--- src/rtl/crc16_encoder_if.sv ---
// Handshake/bus bundle between a message source and the CRC-16 encoder.
// The source (master) drives the start strobe and message word; the encoder
// (slave) returns busy, the one-cycle valid pulse and the codeword.
interface crc16_encoder_if #(
  parameter int DATA_W = 16
);
  logic                sync;
  logic [DATA_W-1:0]   Data;
  logic                busy;
  logic                valid;
  logic [DATA_W+15:0]  code;

  modport master (
    output sync,
    output Data,
    input  busy,
    input  valid,
    input  code
  );

  modport slave (
    input  sync,
    input  Data,
    output busy,
    output valid,
    output code
  );
endinterface

--- src/rtl/crc16_encoder.sv ---
// Bit-serial CRC-16 encoder. A message latched on sync is shifted MSB-first
// through a 16-bit LFSR (normal form, no reflection, no final XOR), and the
// systematic codeword {message, crc} is presented with a one-cycle valid pulse.
module crc16_encoder #(
  parameter int          DATA_W = 16,
  parameter logic [15:0] POLY   = 16'h8005,
  parameter logic [15:0] INIT   = 16'h0000
) (
  input  logic             clk,
  input  logic             reset,
  crc16_encoder_if.slave   bus
);

  // Bit counter is wide enough to reach DATA_W-1, at least one bit.
  localparam int CNT_W = (DATA_W > 1) ? $clog2(DATA_W) : 1;
  localparam logic [CNT_W-1:0] CNT_LAST = CNT_W'(DATA_W - 1);

  typedef enum logic {
    IDLE  = 1'b0,
    SHIFT = 1'b1
  } state_t;

  state_t              state_reg;
  logic [DATA_W-1:0]   msg_reg;
  logic [DATA_W-1:0]   sh_reg;
  logic [15:0]         crc_reg;
  logic [CNT_W-1:0]    cnt_reg;
  logic                fb;
  logic [15:0]         crc_next;

  // One LFSR step: feedback is the CRC MSB xored with the next message bit.
  always_comb begin
    fb       = crc_reg[15] ^ sh_reg[DATA_W-1];
    crc_next = {crc_reg[14:0], 1'b0} ^ (fb ? POLY : 16'h0000);
  end

  // Control FSM and datapath registers; all outputs are registered here.
  always_ff @(posedge clk or negedge reset) begin
    if (!reset) begin
      state_reg <= IDLE;
      msg_reg   <= '0;
      sh_reg    <= '0;
      crc_reg   <= '0;
      cnt_reg   <= '0;
      bus.busy  <= 1'b0;
      bus.valid <= 1'b0;
      bus.code  <= '0;
    end else begin
      case (state_reg)
        IDLE: begin
          // valid is a single-cycle pulse, so it always drops in IDLE;
          // a start in the same cycle as valid is still accepted.
          bus.valid <= 1'b0;
          if (bus.sync) begin
            msg_reg   <= bus.Data;
            sh_reg    <= bus.Data;
            crc_reg   <= INIT;
            cnt_reg   <= '0;
            bus.busy  <= 1'b1;
            state_reg <= SHIFT;
          end
        end
        SHIFT: begin
          // sync and Data are deliberately not looked at while shifting.
          bus.valid <= 1'b0;
          crc_reg   <= crc_next;
          sh_reg    <= sh_reg << 1;
          if (cnt_reg == CNT_LAST) begin
            // Counter holds at its last value; it is reloaded on the next start.
            bus.code  <= {msg_reg, crc_next};
            bus.valid <= 1'b1;
            bus.busy  <= 1'b0;
            state_reg <= IDLE;
          end else begin
            cnt_reg <= cnt_reg + CNT_W'(1);
          end
        end
        default: begin
          state_reg <= IDLE;
        end
      endcase
    end
  end

endmodule

--- src/flat_wrapper.sv ---
// flat-port wrapper written by rule: the top's interface ports become plain ports
module crc16_encoder_flat 
#(
  parameter int          DATA_W = 16,
  parameter logic [15:0] POLY   = 16'h8005,
  parameter logic [15:0] INIT   = 16'h0000
)
  (clk, reset, bus_sync, bus_Data, bus_busy, bus_valid, bus_code);
  crc16_encoder_if #(.DATA_W(DATA_W)) bus_i ();
  input  logic clk;
  input  logic reset;
  input wire logic [$bits(bus_i.sync)-1:0] bus_sync;
  input wire logic [$bits(bus_i.Data)-1:0] bus_Data;
  output wire logic [$bits(bus_i.busy)-1:0] bus_busy;
  output wire logic [$bits(bus_i.valid)-1:0] bus_valid;
  output wire logic [$bits(bus_i.code)-1:0] bus_code;
  assign bus_i.sync = bus_sync;
  assign bus_i.Data = bus_Data;
  assign bus_busy = bus_i.busy;
  assign bus_valid = bus_i.valid;
  assign bus_code = bus_i.code;
  crc16_encoder #(.DATA_W(DATA_W), .POLY(POLY), .INIT(INIT)) u_core (.clk(clk), .reset(reset), .bus(bus_i));
endmodule
--- config.mk ---
export PLATFORM = sky130hd
export DESIGN_NAME = crc16_encoder_flat
export DESIGN_NICKNAME = d
export VERILOG_FILES = /design/src/rtl/crc16_encoder_if.sv /design/src/rtl/crc16_encoder.sv /design/src/flat_wrapper.sv
export SDC_FILE = /design/constraint.sdc
export NUM_CORES = 1
export LEC_CHECK = 0
export CORE_UTILIZATION = 25
export DETAILED_ROUTE_END_ITERATION = 8
export GPL_TIMING_DRIVEN = 0
export PLACE_DENSITY = 0.39
export SETUP_SLACK_MARGIN = 0.05
export SYNTH_ARGS = -nofsm -noshare
export SYNTH_HDL_FRONTEND = slang
export SYNTH_SLANG_ARGS = --single-unit
--- constraint.sdc ---
create_clock -name clk -period 2.2 [get_ports clk]
set_input_delay 0.33 -clock clk [delete_from_list [all_inputs] [get_ports clk]]
set_output_delay 0.33 -clock clk [all_outputs]
set_load 0.01 [all_outputs]
==> summary.md, run 1 <==
| Metric | Value |
|---|---|
| Status | finished clean |
| Clk_lat worst skew | 0.33 ns |
| Routed wire length | 7.72 mm |
| Share of the synthesized area in the top cell type | 60.1% |
| Number of flip-flops in the largest register | 32 |
| Top cells by area, synth | dfrtp_1 60%, mux2_4 10%, mux2_2 6.5%, mux2i_1 5.0%, o21ai_0 4.0% |
| Final hold vios | 0 |
| Slew @ Worst Pin | roughly 0.53 ns |
| Gpl congestion | 0.658 |
| Global Route Usage Sum | between 10% and 20% |
| Max VDD drop | 438 uV |
| Largest net degree at the start of global routing | 51 |
| Gr ovfl total | 0 |
| Register area share after synthesis | between 60 and 70% |
| Vias per inst | around 4.3 |
| Mapped Area | 0.00362 mm2 |
| TritonCTS Buffers | 9 |
| Post-synth ARST share | 100% |
| HP Class | flop to flop |
| Max Cap Viol | 0 |
| Primary FF master, synth | dfrtp_1 |
| Post-Syn Instances | 270 |
| R2r startpoint | u_core.cnt_reg[0] |
| Ys Warns | 0 |
| Clk sinks | 87 |
| Post-Syn Area per Cell | 13.4 um2 |
| Remaining antenna violation count | 0 |
| Diodes inserted | 0 |
| Final setup viols | 0 |
| Power density cells | 1400 mW/mm2 |
| Drt wl/cell | 14.8 um |
| Die area | between 0.01 and 0.015 mm2 |
| Synth Net Count | 290 |
| Final cycle utilization of the critical path | 75.3% |
| Hold_sp | u_core.sh_reg[5] |
| Initial Utilization | 25.9% |
| Drc violations | 0 |
| Netlist cell types | 24 |
| First-pass GRT wire length | 12.2 mm |
| RSZ-0062 raised after global routing | false |
| Static Leak | 2.16 nW |
| # IOs | between 50 and 60 |
| Initial antenna violation count | 0 |
| CTS tree | built |
| Yosys top cell by area | dfrtp_1 |
| Start point of the critical path | u_core.cnt_reg[0] |
| Fmax | 604 MHz |
| Vias in the first global route | 2185 |
| Routed vias | 2225 |
| Final Power | 0.00655 W |
| DR iter-0 viols | 115 |
| Layout Nets | 355 |
| Buffers on Ports | 52 |
| Clock root buffer master | clkbuf_16 |
| CP Capture Type | flop |
| CORE AREA | around 0.014 mm2 |
| Clock skew | 0.00682 ns |
| Commonest cells in the synthesized netlist | 87 x dfrtp_1, 35 x nand2_1, 29 x o21ai_0 |
| Worst Path Arrival | 1.88 ns |
| Longest Clk Path Bufs | 2 |
| Layout cells sized above 1 | between 20% and 30% |
| Slew Limit Fails | 0 |
| Worst Setup Start Kind | flop |
| Top-count cell post-synth | dfrtp_1 |
| Width of the die | about 120 um |
| Number of synthesized flops with an enable pin | 0 |
| Rows | 43 |
| CP Data Required Time | 2.42 ns |
| Max H-tree Level | 3 |
| Reg clk slew, reported paths | 0.06 ns |
| Setup CP Type | flop to flop |
| Yosys reg bits | 87 |
| Layout area overhead | 29.6% |
| Drt pass-1 iters | 4 |
| CTS-repair resized insts | 0 |
| Slew headroom | 64.6% |
| Setup TNS Final | 0 ns |
| HPWL after DPL | 5.19 mm |
| CP max FO | 10 |
| DIE HEIGHT | 122 um |
| Min Tclk post-route | 1.66 ns |
| Register with the most flip-flops | u_core.bus.code |
## final cells by class
| class | instances | area, um2 |
|---|---|---|
| fillers | 1404 | 9290 |
| clock inverters | 4 | 45.0 |
| multi-input cells | 164 | 1320 |
| repair buffers | 54 | 556 |
| plain buffers | 16 | 113 |
| clock buffers | 12 | 246 |
| inverters | 3 | 11.3 |
| flip-flops and latches | 87 | 2180 |
| well taps | 180 | 225 |
## stage by stage
step | hold WS (ns) | std cells | setup slack (ns) | cell area [um2] | utilization (%)
after global placement | 0.466 | 502 | -2.65 | 4370 | 31.2
after floorplan | 0.0344 | 270 | 0.755 | 3620 | -
after detailed placement | 0.347 | 503 | 0.358 | 4390 | 31.4
after global routing | 0.512 | 520 | 0.454 | 4690 | 33.6
final | 0.481 | 520 | 0.544 | 4690 | 33.6
after CTS | 0.488 | 520 | 0.537 | 4690 | 33.6
## path summary, 6_finish.rpt
kind                            slack, ns                   to  depth (start not counted)
worst max-delay path                 0.54  u_core.bus.code[21]                          4
max in group asynchronous            1.05    u_core.cnt_reg[2]                          3
worst min register to register       0.48     u_core.sh_reg[6]                          2
worst max register to register       0.54  u_core.bus.code[21]                          4
min in group asynchronous            0.51  u_core.bus.code[11]                          2
worst min-delay path                 0.48     u_core.sh_reg[6]                          2
## per-layer routing
metal	GRT usage, %	vias up	share of wire [%]
met5	0	-	0
met4	6.63	0	1.2
met3	1.91	5	3.5
met2	16.2	47	47
met1	14.9	1112	48
li1	-	1061	-
## critical path: stages, from the launching register on
cell and delay, ns:
dfrtp_1 0.43, ha_1 0.31, nand4_4 0.25, buf_6 0.24
mux2_4 0.30
## cells by family after synthesis
group                      synth area share, %
DFF                                       60.1
muxes                                     21.9
and+or+nand+nor                           7.53
AOI/OAI and AO/OA                         5.77
buffers and inverters                     3.42
xor gates and xnor gates                 0.967
adders and majority gates                0.345
## cell usage in the layout (no fill, tap or decap)
| master | instances |
|---|---|
| a21oi_1 | 3 |
| a22o_1 | 4 |
| a31oi_1 | 1 |
| buf_16 | 1 |
| buf_2 | 6 |
| buf_4 | 3 |
| buf_6 | 5 |
| bufinv_16 | 1 |
| clkbuf_1 | 5 |
| clkbuf_16 | 9 |
| clkbuf_8 | 1 |
| clkdlybuf4s50_1 | 51 |
| clkinv_2 | 3 |
| dfrtp_1 | 87 |
| dlygate4sd3_1 | 1 |
| ha_1 | 1 |
| inv_1 | 3 |
| mux2_2 | 21 |
| mux2_4 | 25 |
| mux2i_1 | 18 |
| nand2_1 | 35 |
| nand2b_1 | 12 |
| nand3_1 | 3 |
| nand4_4 | 1 |
| nand4b_1 | 1 |
| nor2_1 | 3 |
| nor3_1 | 2 |
| o211ai_1 | 1 |
| o21ai_0 | 29 |
| xnor2_1 | 2 |
| xor2_1 | 2 |
## repair_timing
item / CTS / global route
endpoints found under the hold margin: 20 / 0
hold buffers: 1 / 0
setup buffers: 0 / 0
## power by group
part | total (W) | switching [W] | internal (W)
combinational | 0.00225 | 0.000923 | 0.00133
clock | 0.00152 | 0.000611 | 0.000906
sequential | 0.00278 | 0.000452 | 0.00233
total | 0.00655 | 0.00199 | 0.00456
No activity file was read; power rests on OpenSTA's default activity.
==> inputs of run 2 (changes only) <==
--- a/config.mk
+++ b/config.mk
@@ -8,7 +8,7 @@
 export CORE_UTILIZATION = 25
 export DETAILED_ROUTE_END_ITERATION = 8
 export GPL_TIMING_DRIVEN = 0
-export PLACE_DENSITY = 0.39
+export PLACE_DENSITY = 0.4
 export SETUP_SLACK_MARGIN = 0.05
 export SYNTH_ARGS = -nofsm -noshare
 export SYNTH_HDL_FRONTEND = slang
==> constraint.sdc (replaced) <==
create_clock -name clk -period 1.5 [get_ports clk]
set_input_delay 0.225 -clock clk [delete_from_list [all_inputs] [get_ports clk]]
set_output_delay 0.225 -clock clk [all_outputs]
set_load 0.01 [all_outputs]
==> run 2 against run 1 <==
Compared with the run above:
- count of clock-buffer cells in the layout stayed put
- combinational power increased by 39%
- cell count grew 0.38%
- maximum frequency rose by 19%
- routed wire length grew 1.1%
- clock skew down 0.0024 ns
- first-iteration DRC count down 2.6%
- non-clock buffer count rose by 3
- largest power group unchanged
- highest routed layer unchanged
==> summary.md, run 2 (synthesis gave the netlist of run 1 again) <==
| Metric | Value |
|---|---|
| Initial Utilization | about a quarter |
| Number of flip-flops in the largest register | 32 |
| Routed vias | 2247 |
| Min Tclk post-route | 1.39 ns |
| Clk sinks | 87 |
| First-pass GRT wire length | 12.6 mm |
| Final Power | ~0.0095 W |
| TritonCTS Buffers | 9 |
| Rows | 43 |
| Status | finished clean |
| Remaining antenna violation count | 0 |
| CP Capture Type | flop |
| # fillers | around 1.4k |
| Fmax | around 720 MHz |
| CP max FO | 10 |
| Drc violations | 0 |
| RSZ-0062 raised after global routing | false |
| DIE HEIGHT | 122 um |
| Gr ovfl total | 0 |
| Vias in the first global route | 2340 |
| Largest net degree at the start of global routing | 48 |
| Static Leak | 2.29 nW |
| Longest Clk Path Bufs | 2 |
| Fin util | 33.7% |
| Reg clk slew, reported paths | 0.06 ns |
| Slew Limit Fails | 0 |
| Clock root buffer master | clkbuf_16 |
| Vias per inst | 4.30 |
| Setup CP Type | flop to flop |
| Worst Path Arrival | between 1.5 and 2 ns |
| CP Data Required Time | 1.73 ns |
| Routed wire length | between 7 and 8 mm |
| Layout cells sized above 1 | 24.3% |
| Max VDD drop | 665 uV |
| Most common cell after layout, fill and taps aside | dfrtp_1 |
| Final cycle utilization of the critical path | 92.8% |
| Most frequent cells in the layout | 85 x dfrtp_1, 35 x nand2_1, 33 x dlygate4sd2_1 |
| Final hold vios | 0 |
| Width of the die | 122 um |
| Layout area overhead | 30.1% |
| Global Route Usage Sum | between 10% and 20% |
| Hold slack | between 0.4 and 0.5 ns |
| CTS tree | built |
| Initial antenna violation count | 0 |
| Layout Nets | 358 |
| Register with the most flip-flops | u_core.bus.code |
| HP Class | primary input to asynchronous set/reset pin |
| # IOs | 53 |
| Clock skew | between 0.004 and 0.005 ns |
| CORE AREA | 0.0140 mm2 |
| Diodes inserted | 0 |
| Buffers on Ports | 52 |
| Max Cap Viol | 0 |
| Gpl congestion | 0.650 |
| Max H-tree Level | 3 |
| HPWL after DPL | between 5 and 6 mm |
| Power density cells | 2010 mW/mm2 |
| Clk_lat worst skew | 0.34 ns |
| DR iter-0 viols | 112 |
| Worst Setup Start Kind | flop |
| Slew @ Worst Pin | 0.579 ns |
| Slew headroom | 61.4% |
| Die area | 0.0150 mm2 |
| Final setup viols | 0 |
| Drt wl/cell | between 10 and 15 um |
| Drt pass-1 iters | 4 |
run 2: layer usage:
layer	vias up	part of all wire [%]	GRT usage (%)
met5	-	0	0
met4	0	1.9	4.80
met3	12	3.5	3.62
met2	35	46	17.5
met1	1125	49	14.7
li1	1075	-	-
run 2: stage by stage:
stage	setup TNS, ns	worst slack [ns]	cells	area, um2
CTS	0	0.0546	522	4700
finish	0	0.108	522	4710
floorplan	0	0.0545	270	3620
global route	0	0.0517	522	4710
detailed placement	-6.95	-0.228	503	4390
global placement	-286.43	-3.23	502	4370
run 2: path summary, 6_finish.rpt:
check	from	endpoint	slack, ns	depth (start not counted)
max	u_core.cnt_reg[1]	u_core.bus.code[24]	0.11	4
min in group clk	u_core.bus.code[2]	u_core.bus.code[2]	0.47	2
max reg2reg	u_core.cnt_reg[1]	u_core.bus.code[24]	0.11	4
min reg2reg	u_core.bus.code[2]	u_core.bus.code[2]	0.47	2
max in group asynchronous	reset	u_core.sh_reg[6]	0.45	3
min	reset	u_core.bus.code[12]	0.42	2
run 2: layout make-up:
cell class                 instances  area, um2  share of cell area [%]
tap                              180        225                    4.78
sequential                        87       2180                    46.2
multi-input combinational        164       1330                    28.3
clock inverter                     3       42.5                   0.903
timing repair buffer              57        539                    11.4
inverter                           3       11.3                   0.239
buffer                            16        125                    2.65
clock buffer                      12        256                    5.44
run 2: repair_timing:
action | 4_1_cts | 5_1_grt
setup buffers | 3 | 0
hold buffers | 1 | 0
resized for setup | 35 | 8
endpoints found under the setup margin | 66 | 45
hold endpoints to repair | 40 | 0
run 2: where the power goes:
group,switching (W),internal [W]
Combinational,0.00139,0.00173
Clock,0.000907,0.00137
Sequential,0.000649,0.00342
run 2: worst max-delay path, stage by stage (launching register included):
cell and delay (ns):
dfrtp_2 0.44, ha_4 0.19, nand4_4 0.14, buf_8 0.19, mux2_4 0.31
==> inputs of run 3 (changes only) <==
--- a/config.mk
+++ b/config.mk
@@ -6,7 +6,9 @@
 export NUM_CORES = 1
 export LEC_CHECK = 0
 export CORE_UTILIZATION = 25
+export CTS_CLUSTER_DIAMETER = 80
 export DETAILED_ROUTE_END_ITERATION = 8
+export GPL_ROUTABILITY_DRIVEN = 0
 export GPL_TIMING_DRIVEN = 0
 export PLACE_DENSITY = 0.4
 export SETUP_SLACK_MARGIN = 0.05
==> results of run 3 <==
Final layout, timing and power as in run 2 (identical DEF).
